$ cat src/rtl/seq_sub_pkg.sv
// Shared types and default geometry for the sequential subtractor.
package seq_sub_pkg;

    typedef enum logic [1:0] {
        IDLE = 2'd0,
        RUN  = 2'd1,
        FIX  = 2'd2,
        DONE = 2'd3
    } state_t;

    localparam int unsigned DEF_N      = 64;
    localparam int unsigned DEF_W      = 16;
    localparam int unsigned DEF_CHUNKS = DEF_N / DEF_W;

endpackage

$ cat src/rtl/sub_chunk.sv
// Combinational W-bit subtract with borrow in and borrow out.
module sub_chunk #(
    parameter int unsigned W = 16
) (
    input  logic [W-1:0] a,
    input  logic [W-1:0] b,
    input  logic         bin,
    output logic [W-1:0] diff,
    output logic         bout
);

    logic [W:0] full;

    // One extra bit catches the borrow out of the chunk's top bit.
    always_comb begin
        full = {1'b0, a} - {1'b0, b} - {{W{1'b0}}, bin};
        diff = full[W-1:0];
        bout = full[W];
    end

endmodule

$ cat src/rtl/seq_subtractor.sv
// Sequential N-bit subtractor processing W bits per cycle.
// Optional feature macro: SEQ_SUB_SIGNED_MAG_EN (signed negative results are
// reported as magnitude). Undefined: final_diff is always the raw difference.
module seq_subtractor
    import seq_sub_pkg::*;
#(
    parameter int unsigned N = DEF_N,
    parameter int unsigned W = DEF_W
) (
    input  logic         clk,
    input  logic         rst_n,
    input  logic         in_valid,
    output logic         in_ready,
    input  logic [N-1:0] a,
    input  logic [N-1:0] b,
    input  logic         bin,
    input  logic         signed_en,
    output logic         out_valid,
    input  logic         out_ready,
    output logic [N-1:0] final_diff,
    output logic         bout,
    output logic         negative_flag,
    output logic         overflow_flag,
    output logic         zero_flag
);

    localparam int unsigned CHUNKS = N / W;
    localparam int unsigned CW     = (CHUNKS > 1) ? $clog2(CHUNKS) : 1;
    localparam logic [CW-1:0] LAST = CW'(CHUNKS - 1);

    state_t        state_q, state_d;
    logic [CW-1:0] cnt_q, cnt_d;
    logic          borrow_q, borrow_d;
    logic [N-1:0]  a_q, a_d;
    logic [N-1:0]  b_q, b_d;
    logic          sg_q, sg_d;
    logic [N-1:0]  raw_q, raw_d;
    logic [N-1:0]  fd_q, fd_d;
    logic          bout_q, bout_d;
    logic          neg_q, neg_d;
    logic          ovf_q, ovf_d;
    logic          zero_q, zero_d;

    logic [W-1:0]  a_chunk, b_chunk, chunk_diff;
    logic          chunk_bout;

    // Present the operand chunk selected by the counter to the shared slice.
    always_comb begin
        a_chunk = '0;
        b_chunk = '0;
        for (int unsigned k = 0; k < CHUNKS; k++) begin
            if (cnt_q == CW'(k)) begin
                a_chunk = a_q[k*W +: W];
                b_chunk = b_q[k*W +: W];
            end
        end
    end

    sub_chunk #(.W(W)) u_sub_chunk (
        .a    (a_chunk),
        .b    (b_chunk),
        .bin  (borrow_q),
        .diff (chunk_diff),
        .bout (chunk_bout)
    );

    // Next-state, datapath capture and result/flag formation.
    always_comb begin
        logic [N-1:0] fd_v;
        logic         msb;

        state_d  = state_q;
        cnt_d    = cnt_q;
        borrow_d = borrow_q;
        a_d      = a_q;
        b_d      = b_q;
        sg_d     = sg_q;
        raw_d    = raw_q;
        fd_d     = fd_q;
        bout_d   = bout_q;
        neg_d    = neg_q;
        ovf_d    = ovf_q;
        zero_d   = zero_q;
        fd_v     = raw_q;
        msb      = raw_q[N-1];

        case (state_q)
            IDLE: begin
                if (in_valid) begin
                    a_d      = a;
                    b_d      = b;
                    borrow_d = bin;  // borrow-in seeds the chain register
                    sg_d     = signed_en;
                    cnt_d    = '0;
                    state_d  = RUN;
                end
            end
            RUN: begin
                for (int unsigned k = 0; k < CHUNKS; k++) begin
                    if (cnt_q == CW'(k)) begin
                        raw_d[k*W +: W] = chunk_diff;
                    end
                end
                borrow_d = chunk_bout;
                if (cnt_q == LAST) begin
                    cnt_d   = '0;
                    state_d = FIX;
                end else begin
                    cnt_d = cnt_q + 1'b1;
                end
            end
            FIX: begin
                neg_d = sg_q && msb;
`ifdef SEQ_SUB_SIGNED_MAG_EN
                if (sg_q && msb) begin
                    fd_v = ~raw_q + 1'b1;
                end
`endif
                fd_d   = fd_v;
                bout_d = borrow_q;
                ovf_d  = sg_q ? ((a_q[N-1] != b_q[N-1]) && (msb != a_q[N-1]))
                              : borrow_q;
                zero_d = (fd_v == '0);
                state_d = DONE;
            end
            DONE: begin
                if (out_ready) begin
                    state_d = IDLE;
                end
            end
            default: state_d = IDLE;
        endcase
    end

    // All state and registered outputs; reset clears everything at once.
    always_ff @(posedge clk or negedge rst_n) begin
        if (!rst_n) begin
            state_q  <= IDLE;
            cnt_q    <= '0;
            borrow_q <= 1'b0;
            a_q      <= '0;
            b_q      <= '0;
            sg_q     <= 1'b0;
            raw_q    <= '0;
            fd_q     <= '0;
            bout_q   <= 1'b0;
            neg_q    <= 1'b0;
            ovf_q    <= 1'b0;
            zero_q   <= 1'b0;
        end else begin
            state_q  <= state_d;
            cnt_q    <= cnt_d;
            borrow_q <= borrow_d;
            a_q      <= a_d;
            b_q      <= b_d;
            sg_q     <= sg_d;
            raw_q    <= raw_d;
            fd_q     <= fd_d;
            bout_q   <= bout_d;
            neg_q    <= neg_d;
            ovf_q    <= ovf_d;
            zero_q   <= zero_d;
        end
    end

    // Handshake flags decode straight from the state register.
    always_comb begin
        in_ready      = (state_q == IDLE);
        out_valid     = (state_q == DONE);
        final_diff    = fd_q;
        bout          = bout_q;
        negative_flag = neg_q;
        overflow_flag = ovf_q;
        zero_flag     = zero_q;
    end

endmodule

$ cat config.mk
export PLATFORM = sky130hd
export DESIGN_NAME = seq_subtractor
export DESIGN_NICKNAME = d
export VERILOG_FILES = /design/src/rtl/seq_sub_pkg.sv /design/src/rtl/sub_chunk.sv /design/src/rtl/seq_subtractor.sv
export SDC_FILE = /design/constraint.sdc
export NUM_CORES = 1
export LEC_CHECK = 0
export ABC_AREA = 1
export BUFFER_PORTS_ARGS = -buffer_cell sky130_fd_sc_hd__clkbuf_2
export CORE_ASPECT_RATIO = 0.7
export CORE_MARGIN = 1.5
export CORE_UTILIZATION = 57
export CTS_CLUSTER_SIZE = 20
export DETAILED_ROUTE_END_ITERATION = 10
export PLACE_DENSITY_LB_ADDON = 0.15
export SYNTH_ARGS = -nofsm -noshare
export SYNTH_HDL_FRONTEND = slang
export SYNTH_SLANG_ARGS = --single-unit
$ cat constraint.sdc
create_clock -name clk -period 9.1 [get_ports clk]
set_clock_uncertainty 0.2 [all_clocks]
set_input_delay 1.82 -clock clk [delete_from_list [all_inputs] [get_ports clk]]
set_output_delay 1.82 -clock clk [all_outputs]
set_load 0.05 [all_outputs]
==> results of run 1 <==
[final cells by class]
cell class / instances / area, um2 / area share
flip-flops and latches: 266 / 6660 / 0.472
multi-input cells: 1024 / 4870 / 0.345
repair buffers: 210 / 1090 / 0.0773
clock buffers: 35 / 733 / 0.0520
well taps: 276 / 345 / 0.0245
inverters: 89 / 337 / 0.0239
clock inverters: 8 / 73.8 / 0.00523
[flip-flops by register name, indices dropped and copies added, names as in the netlist]
register       flops
state_q            2
b_q               64
sg_q               1
final_diff        64
raw_q             64
negative_flag      1
cnt_q              2
zero_flag          1
borrow_q           1
a_q               64
overflow_flag      1
bout               1
[cells by family (layout without fill, tap and decap cells)]
| kind of cell | after synthesis | in the layout | synth area share |
|---|---|---|---|
| simple gates | 758 | 758 | 0.247 |
| flops | 266 | 266 | 0.548 |
| compound gates | 221 | 221 | 0.107 |
| buf+inv | 162 | 342 | 0.0521 |
| fa+ha+maj | 38 | 38 | 0.0404 |
| xor+xnor | 7 | 7 | 0.00628 |
[cells in the final DEF (no fill, tap or decap), types with 9 or more instances in the layout]
| cell | netlist | layout |
|---|---|---|
| sky130_fd_sc_hd__nand2_1 | 651 | 650 |
| sky130_fd_sc_hd__nor2_1 | 31 | 31 |
| sky130_fd_sc_hd__inv_1 | 83 | 83 |
| sky130_fd_sc_hd__nor4_1 | 10 | 10 |
| sky130_fd_sc_hd__a21oi_1 | 35 | 35 |
| sky130_fd_sc_hd__dfrtp_1 | 266 | 266 |
| sky130_fd_sc_hd__ha_1 | 36 | 35 |
| sky130_fd_sc_hd__a221oi_1 | 14 | 14 |
| sky130_fd_sc_hd__a22oi_1 | 16 | 16 |
| sky130_fd_sc_hd__o21ai_1 | 25 | 25 |
| sky130_fd_sc_hd__o21ai_0 | 100 | 100 |
| sky130_fd_sc_hd__o31ai_1 | 18 | 18 |
| sky130_fd_sc_hd__clkbuf_2 | 0 | 202 |
| sky130_fd_sc_hd__nand4_1 | 9 | 9 |
| sky130_fd_sc_hd__nand3_1 | 34 | 34 |
| sky130_fd_sc_hd__clkbuf_16 | 0 | 25 |
[per-layer routing]
| layer | routed length, um | GRT usage | up-vias |
|---|---|---|---|
| met2 | 12800 | 0.393 | 432 |
| li1 | - | - | 4989 |
| met5 | 0 | 0 | - |
| met3 | 3370 | 0.0833 | 54 |
| met4 | 583 | 0.0593 | 0 |
| met1 | 15600 | 0.490 | 4924 |
[worst max path at each step]
stage	to
after CTS	raw_q[6]
final	raw_q[62]
after detailed placement	raw_q[6]
after floorplan	raw_q[30]
after global placement	raw_q[62]
after global routing	raw_q[62]
[through the flow]
step / hold slack [ns] / utilization / area (um2) / setup WS [ns]
final: 0.267 / 0.678 / 14100 / 4.49
after global routing: 0.287 / 0.678 / 14100 / 4.22
after CTS: 0.274 / 0.678 / 14100 / 4.53
after detailed placement: 0.259 / 0.639 / 13300 / 4.62
after global placement: 0.254 / 0.639 / 13300 / 4.63
after floorplan: 0.241 / - / 12200 / 5.79
[Yosys cell counts, types with 2 or more instances]
cell and count:
sky130_fd_sc_hd__ha_1 36, sky130_fd_sc_hd__buf_2 17, sky130_fd_sc_hd__nor4_1 10, sky130_fd_sc_hd__xnor2_2 2, sky130_fd_sc_hd__nand3_1 34, sky130_fd_sc_hd__a21oi_2 2
sky130_fd_sc_hd__o21a_1 3, sky130_fd_sc_hd__a221oi_1 14, sky130_fd_sc_hd__nand2_1 651, sky130_fd_sc_hd__or2_1 2, sky130_fd_sc_hd__nand4_1 9, sky130_fd_sc_hd__o21ai_0 100
sky130_fd_sc_hd__fa_1 2, sky130_fd_sc_hd__nand2_2 6, sky130_fd_sc_hd__inv_1 83, sky130_fd_sc_hd__nand3b_1 4, sky130_fd_sc_hd__clkbuf_1 55, sky130_fd_sc_hd__o21ai_1 25
sky130_fd_sc_hd__inv_2 5, sky130_fd_sc_hd__nor3_1 5, sky130_fd_sc_hd__nor2_1 31, sky130_fd_sc_hd__xor2_1 2, sky130_fd_sc_hd__o21ai_2 2, sky130_fd_sc_hd__dfrtp_1 266
sky130_fd_sc_hd__nor2_2 3, sky130_fd_sc_hd__xnor2_1 3, sky130_fd_sc_hd__nand3_2 2, sky130_fd_sc_hd__a21oi_1 35, sky130_fd_sc_hd__o31ai_1 18, sky130_fd_sc_hd__a22oi_1 16
[worst max-delay path: stages (launching register included)]
cell and delay, ns:
sky130_fd_sc_hd__dfrtp_1 0.41, sky130_fd_sc_hd__inv_1 0.12, sky130_fd_sc_hd__ha_1 0.21, sky130_fd_sc_hd__nand2_1 0.07, sky130_fd_sc_hd__inv_1 0.80, sky130_fd_sc_hd__a22oi_1 0.14
sky130_fd_sc_hd__o21ai_0 0.26, sky130_fd_sc_hd__o21ai_0 0.24, sky130_fd_sc_hd__fa_1 0.52, sky130_fd_sc_hd__fa_1 0.48, sky130_fd_sc_hd__nand2_2 0.11, sky130_fd_sc_hd__a21oi_4 0.07
sky130_fd_sc_hd__o21ai_1 0.24, sky130_fd_sc_hd__nand3_1 0.16, sky130_fd_sc_hd__nand2_1 0.10, sky130_fd_sc_hd__nand2_1 0.11, sky130_fd_sc_hd__nand3_1 0.17, sky130_fd_sc_hd__nand2_1 0.06
==> results.md, run 1 <==
- The cell count after synthesis is about 1,500.
- The clock-pin slew on the worst setup and hold paths is roughly 0.070 ns.
- The number of hold violations in the final report was 0.
- The kind of critical path is reg -> reg.
- STA classifies the critical path endpoint as a flop.
- The net count after synthesis is ~1,600.
- The post-CTS setup-driven buffer insertion count is 0.
- The startpoint of the lowest-slack hold path is final_diff[59].
- The detailed placement HPWL is 23,000 um.
- For this run, the register share of the synthesized area comes to 0.548.
- For the worst setup path, the data arrival time is 4.82 ns.
- In the final design database the tool counted about 1,800 nets.
- The share of synthesized area in the top cell type comes to 0.548.
- The wire length reported by the detailed router is 32,400 um.
- The root buffer selected by CTS is sky130_fd_sc_hd__clkbuf_16.
- The number of synthesized register bits is 266.
- The post-cts gate resize count is 0.
- For this block, the via count after detailed routing is 10,399.
- The peak clock frequency supported by timing is around 220 MHz.
- The row count is 44.
- Of all flip-flops after synthesis, the portion carrying an async set or reset was 1.00.
- Averaged over all synthesized cells, the footprint is 8.37 um2.
- The number of vias per cell after detailed routing is about 5.5.
- The first global-routing pass estimated 52,000 um of wire.
- The region available for standard cell placement spans approximately 0.021 mm2.
- The area overhead of the layout relative to synthesis is 16.1%.
- The minimum period implied by the final worst setup slack is ~4.6 ns.
- The maximum number of buffers from clock root to sink is 3.
- In this run the worst hold path is classified as reg -> reg.
- The tool flagged a number of max-cap violations equal to 0.
- The via count of the first global-routing pass is between 9,000 and 10,000.
- Entering global routing, the biggest net connects 137 pins.
- The die covers 0.0222 mm2.
- The CTS tree is yes.
- The total of warnings raised by yosys is 0.
- The average detailed-routed wire length per instance is 17.0 um.
- The clock reaches the later pin of the worst-skew pair after 0.53 ns.
- The iteration-0 DRC count of the detailed router is about 1,100.
- In the synthesized netlist the dominant register cell turns out to be sky130_fd_sc_hd__dfrtp_1.
- Measured in cells, the most critical reg-to-reg path has a length of 17.
- The number of cells in the design after placement is around 1,900.
- The number of diodes added for antenna fixing is 0.
- The max-slew violation total from the final report is 0.
- The critical path starts at cnt_q[0].
- In this run the critical register-to-register path is captured at raw_q[62].
- In the global route stage, overall resource usage came out at 0.300.
- The total DRC errors in the routed layout is 0.
- By area the synthesized netlist is led by sky130_fd_sc_hd__dfrtp_1 55%, sky130_fd_sc_hd__nand2_1 20%, sky130_fd_sc_hd__o21ai_0 4.1%, sky130_fd_sc_hd__ha_1 3.7%, sky130_fd_sc_hd__inv_1 2.6%.
- The number of hold buffers added after CTS was 0.
- The flow ran to the end, and the final reports show no timing, DRC or antenna violations.
- The most area-hungry cell type in the Yosys netlist is sky130_fd_sc_hd__dfrtp_1.
- The critical path required time is 9.31 ns.
- The worst register-to-register path begins at cnt_q[0].
- CTS built an H-tree with a depth of 1.
- Setup slack on the worst reg-to-reg path comes out at 4.49 ns.
- Setup violations remaining at the end of the flow were counted as 0.
- The first detailed-routing pass ran for 5 iterations.
- The actual slew at the worst max-slew pin is around 1.1 ns.
- The clock drives ~270 sinks.
- TritonCTS created 24 clock buffers.
- For this run the aggregate overflow at the end of global routing stands at 0.
- The cell area after technology mapping is 0.0122 mm2.
- The initial antenna violation count is 0.
- Counting flops with a built-in enable in the synthesized netlist gives 0.
- The count of non-filler cells in the finished layout is ~1,900.
- Setup repair after global routing left no endpoint under its margin.
- The horizontal extent of the die is between 150 and 200 um.
- The die boundary height is roughly 130 um.
- During placement, the flow inserted port buffers numbering around 200.
- The count of unique library cells instantiated by Yosys is 39.
- The congestion estimate from routability-driven global placement came to 0.952.
- The starting density of the core is 0.584.
- The layout has approximately 1,800 filler cells.
- Adding up every negative setup slack in the final design gives 0 ns.
- The residual antenna-violating net count after detailed routing is 0.
- Of all nets on the critical path, the largest fanout is 31.
- The endpoint of the worst hold-timing path is final_diff[59].
- The worst setup path is launched from a flop.
- The number of cells on the worst hold path is 2.
- The relative slew slack is 0.250.
- The share of the clock period used by the worst path after layout is 0.506.
- The layout cell share with drive strength beyond 1 is 0.170.
- The total I/O pin count is 204.
Power of run 1 is left out: the tool's default activity adds up to more than one toggle a clock period on the data nets, which glitch-free logic cannot reach.
==> inputs of run 2 (changes only) <==
clock period = 4.4 ns   (was 9.1 ns; I/O delays follow)
==> run 2 against run 1 <==
Final area is 1.5% higher. Highest routed layer unchanged. Non-clock buffer count grew 11. Core utilization is 1.0 points higher. Cell count grew 0.63%. Clock-buffer cell count down 5. Critical path depth decreased by 4. Register-to-register slack lost 4.1 ns.
==> results.md, run 2 (synthesized netlist as in run 1, its figures left out) <==
- The number of hold violations in the final report was 0 (unchanged).
- The area of the multi-input gates was 0.00487 mm2 (unchanged).
- The CTS H-tree depth is 1 (unchanged).
- The via count of the first global-routing pass came to 9,832 (+2.2%).
- The peak clock frequency supported by timing was 247 MHz (+14%).
- The post-cts gate resize count came to 0 (unchanged).
- The area of the core region came to 0.0208 mm2 (unchanged).
- The arrival time reported for the critical path endpoint is 4.23 ns (-0.59 ns).
- The area taken by flip-flops and latches is 0.00666 mm2 (unchanged).
- Compared with the post-synthesis result, the final layout area differs by 17.8%.
- The worst setup path is launched from a flop.
- The number of diodes added for antenna fixing is 0 (unchanged).
- The max-slew violation total from the final report came to 0 (unchanged).
- The CTS tree is yes.
- The signal on the critical path passes through inv_1 -> ha_1 -> inv_2 -> buf_4 -> o21ai_0 -> a21oi_1 -> fa_1 -> fa_1 -> nand2_2 -> a21oi_4 -> o21ai_1 -> xnor2_1 -> o21ai_0.
- The minimum period implied by the final worst setup slack is 4.05 ns (-0.553 ns).
- The filler cell count in the final layout is 1,694 (-4.1%).
- The maximum number of buffers from clock root to sink is 3 (unchanged).
- The total I/O pin count is 204 (unchanged).
- The peak per-stage delay on the critical path was 0.46 ns (-0.34 ns).
- The clock-pin slew on the worst setup and hold paths is 0.07 ns (about the same).
- The top cell types in the final layout, fill and taps aside, are 650 x sky130_fd_sc_hd__nand2_1, 266 x sky130_fd_sc_hd__dfrtp_1, 202 x sky130_fd_sc_hd__clkbuf_2, 100 x sky130_fd_sc_hd__o21ai_0, 83 x sky130_fd_sc_hd__inv_1.
- Among all stages on the critical path, the largest delay is contributed by sky130_fd_sc_hd__fa_1.
- The average detailed-routed wire length per instance was 17.5 um (+3.1%).
- The actual slew at the worst max-slew pin is 1.06 ns (-0.0681 ns).
- The starting density of the core is 0.584 (unchanged).
- The cts-stage hold buffer count was 0 (unchanged).
- The area enclosed by the die boundary was 0.0222 mm2 (unchanged).
- The row count is 44 (unchanged).
- The wire length of the first global-routing pass is 53,400 um (+2.7%).
- The share of the clock period used by the worst path after layout was 0.921 (+0.415).
- The detailed-routing iteration count for the pre-antenna-repair pass was 5 (unchanged).
- The layout net count is 1,799 (+0.67%).
- The residual antenna-violating net count after detailed routing is 0 (unchanged).
- The worst min-delay path class is in -> async.
- The die boundary height is 125 um (unchanged).
- The flow ran to the end, and the final reports show no timing, DRC or antenna violations.
- The wire length reported by the detailed router was 33,600 um (+3.7%).
- The detailed placement HPWL is 24,000 um (+4.5%).
- The total track usage came to 0.309 (+0.00950).
- In this run the clock root is driven by a sky130_fd_sc_hd__clkbuf_16.
- The number of clock sinks came to 266 (unchanged).
- The number of buffers created by CTS is 25 (+4.2%).
- The total number of vias came to 10,545 (+1.4%).
- The total DRC errors in the routed layout came to 0 (unchanged).
- The post-CTS setup-driven buffer insertion count is 0 (unchanged).
- The number of port buffers is 203 (unchanged).
- The highest fanout seen on the critical path is 11 (-65%).
- The critical path is of the reg -> reg type.
- The critical path required time is 4.58 ns (-4.73 ns).
- The initial antenna violation count was 0 (unchanged).
- The number of max-cap violations came to 0 (unchanged).
- The final setup TNS was 0 ns (unchanged).
- The maximum number of pins on one net before global-route repair came to 121 (-12%).
- The final setup violation count was 0 (unchanged).
- Setup repair after global routing left no endpoint under its margin.
- The layout cell share with drive strength beyond 1 is 0.178 (+0.00727).
- The total grt overflow came to 0 (unchanged).
- The iteration-0 DRC count of the detailed router is 934 (-15%).
- The number of vias per cell after detailed routing came to 5.49 (+0.77%).
- The placer congestion estimate is 0.904 (-5.0%).
- The type of element capturing the critical path is a flop.
- Leaving out fill and tap cells, the most frequent cell in the layout is sky130_fd_sc_hd__nand2_1.
- The clock latency on the worst-skew pair was 0.54 ns (about the same).
- The horizontal extent of the die is 178 um (unchanged).
- The relative slew slack is 0.296 (+0.0462).
## run 2: changes by cell type in the layout (fill, tap and decap cells not counted)
cell                         previous run  this run
sky130_fd_sc_hd__buf_4                  6        14
sky130_fd_sc_hd__bufinv_16              1         5
sky130_fd_sc_hd__buf_12                 1         4
sky130_fd_sc_hd__clkbuf_8               7         4
sky130_fd_sc_hd__clkbuf_1               3         1
sky130_fd_sc_hd__clkinvlp_4             2         4
sky130_fd_sc_hd__clkinv_2               4         3
sky130_fd_sc_hd__inv_6                  0         1
## run 2: worst paths after layout
path	start	endpoint	slack, ns	cells past startpoint
min in group clk	final_diff[57]	final_diff[57]	0.27	2
worst min register to register	final_diff[57]	final_diff[57]	0.27	2
max in group asynchronous	rst_n	a_q[26]	2.82	2
worst min-delay path	rst_n	final_diff[47]	0.25	1
worst max register to register	cnt_q[0]	raw_q[6]	0.35	13
worst max-delay path	cnt_q[0]	raw_q[6]	0.35	13
## run 2: per-layer routing
metal | global-route usage | vias to the layer above | wire [um]
li1 | - | 5007 | -
met1 | 0.494 | 5007 | 15800
met2 | 0.412 | 477 | 13400
met3 | 0.0943 | 54 | 3820
met4 | 0.0603 | 0 | 630
met5 | 0 | - | 0
## run 2: critical path, delay by kind of cell, from the launching register on
family | cells | cell delay [ns]
AOI/OAI and AO/OA | 5 | 0.90
xor gates and xnor gates | 1 | 0.37
adders and majority gates | 3 | 1.35
buffers and inverters | 3 | 0.54
DFF | 1 | 0.41
and+or+nand+nor | 1 | 0.11
## run 2: cell type report
type	count	area share
flip-flops and latches	266	0.465
inverters	89	0.0235
clock buffers	30	0.0478
repair buffers	221	0.0846
well taps	276	0.0241
multi-input cells	1024	0.340
clock inverters	14	0.0149
## run 2: metrics by stage
step / utilization / instance area (um2) / std cells / hold slack [ns] / worst slack [ns]
4_1_cts: 0.688 / 14300 / 1920 / 0.276 / 0.391
6_report: 0.688 / 14300 / 1920 / 0.248 / 0.347
3_3_place_gp: 0.645 / 13400 / 1876 / 0.252 / 0.513
3_5_place_dp: 0.645 / 13400 / 1876 / 0.260 / 0.444
2_1_floorplan: - / 12200 / 1452 / 0.241 / 1.09
5_1_grt: 0.688 / 14300 / 1920 / 0.299 / 0.118
Power of run 2 is left out for the same reason.
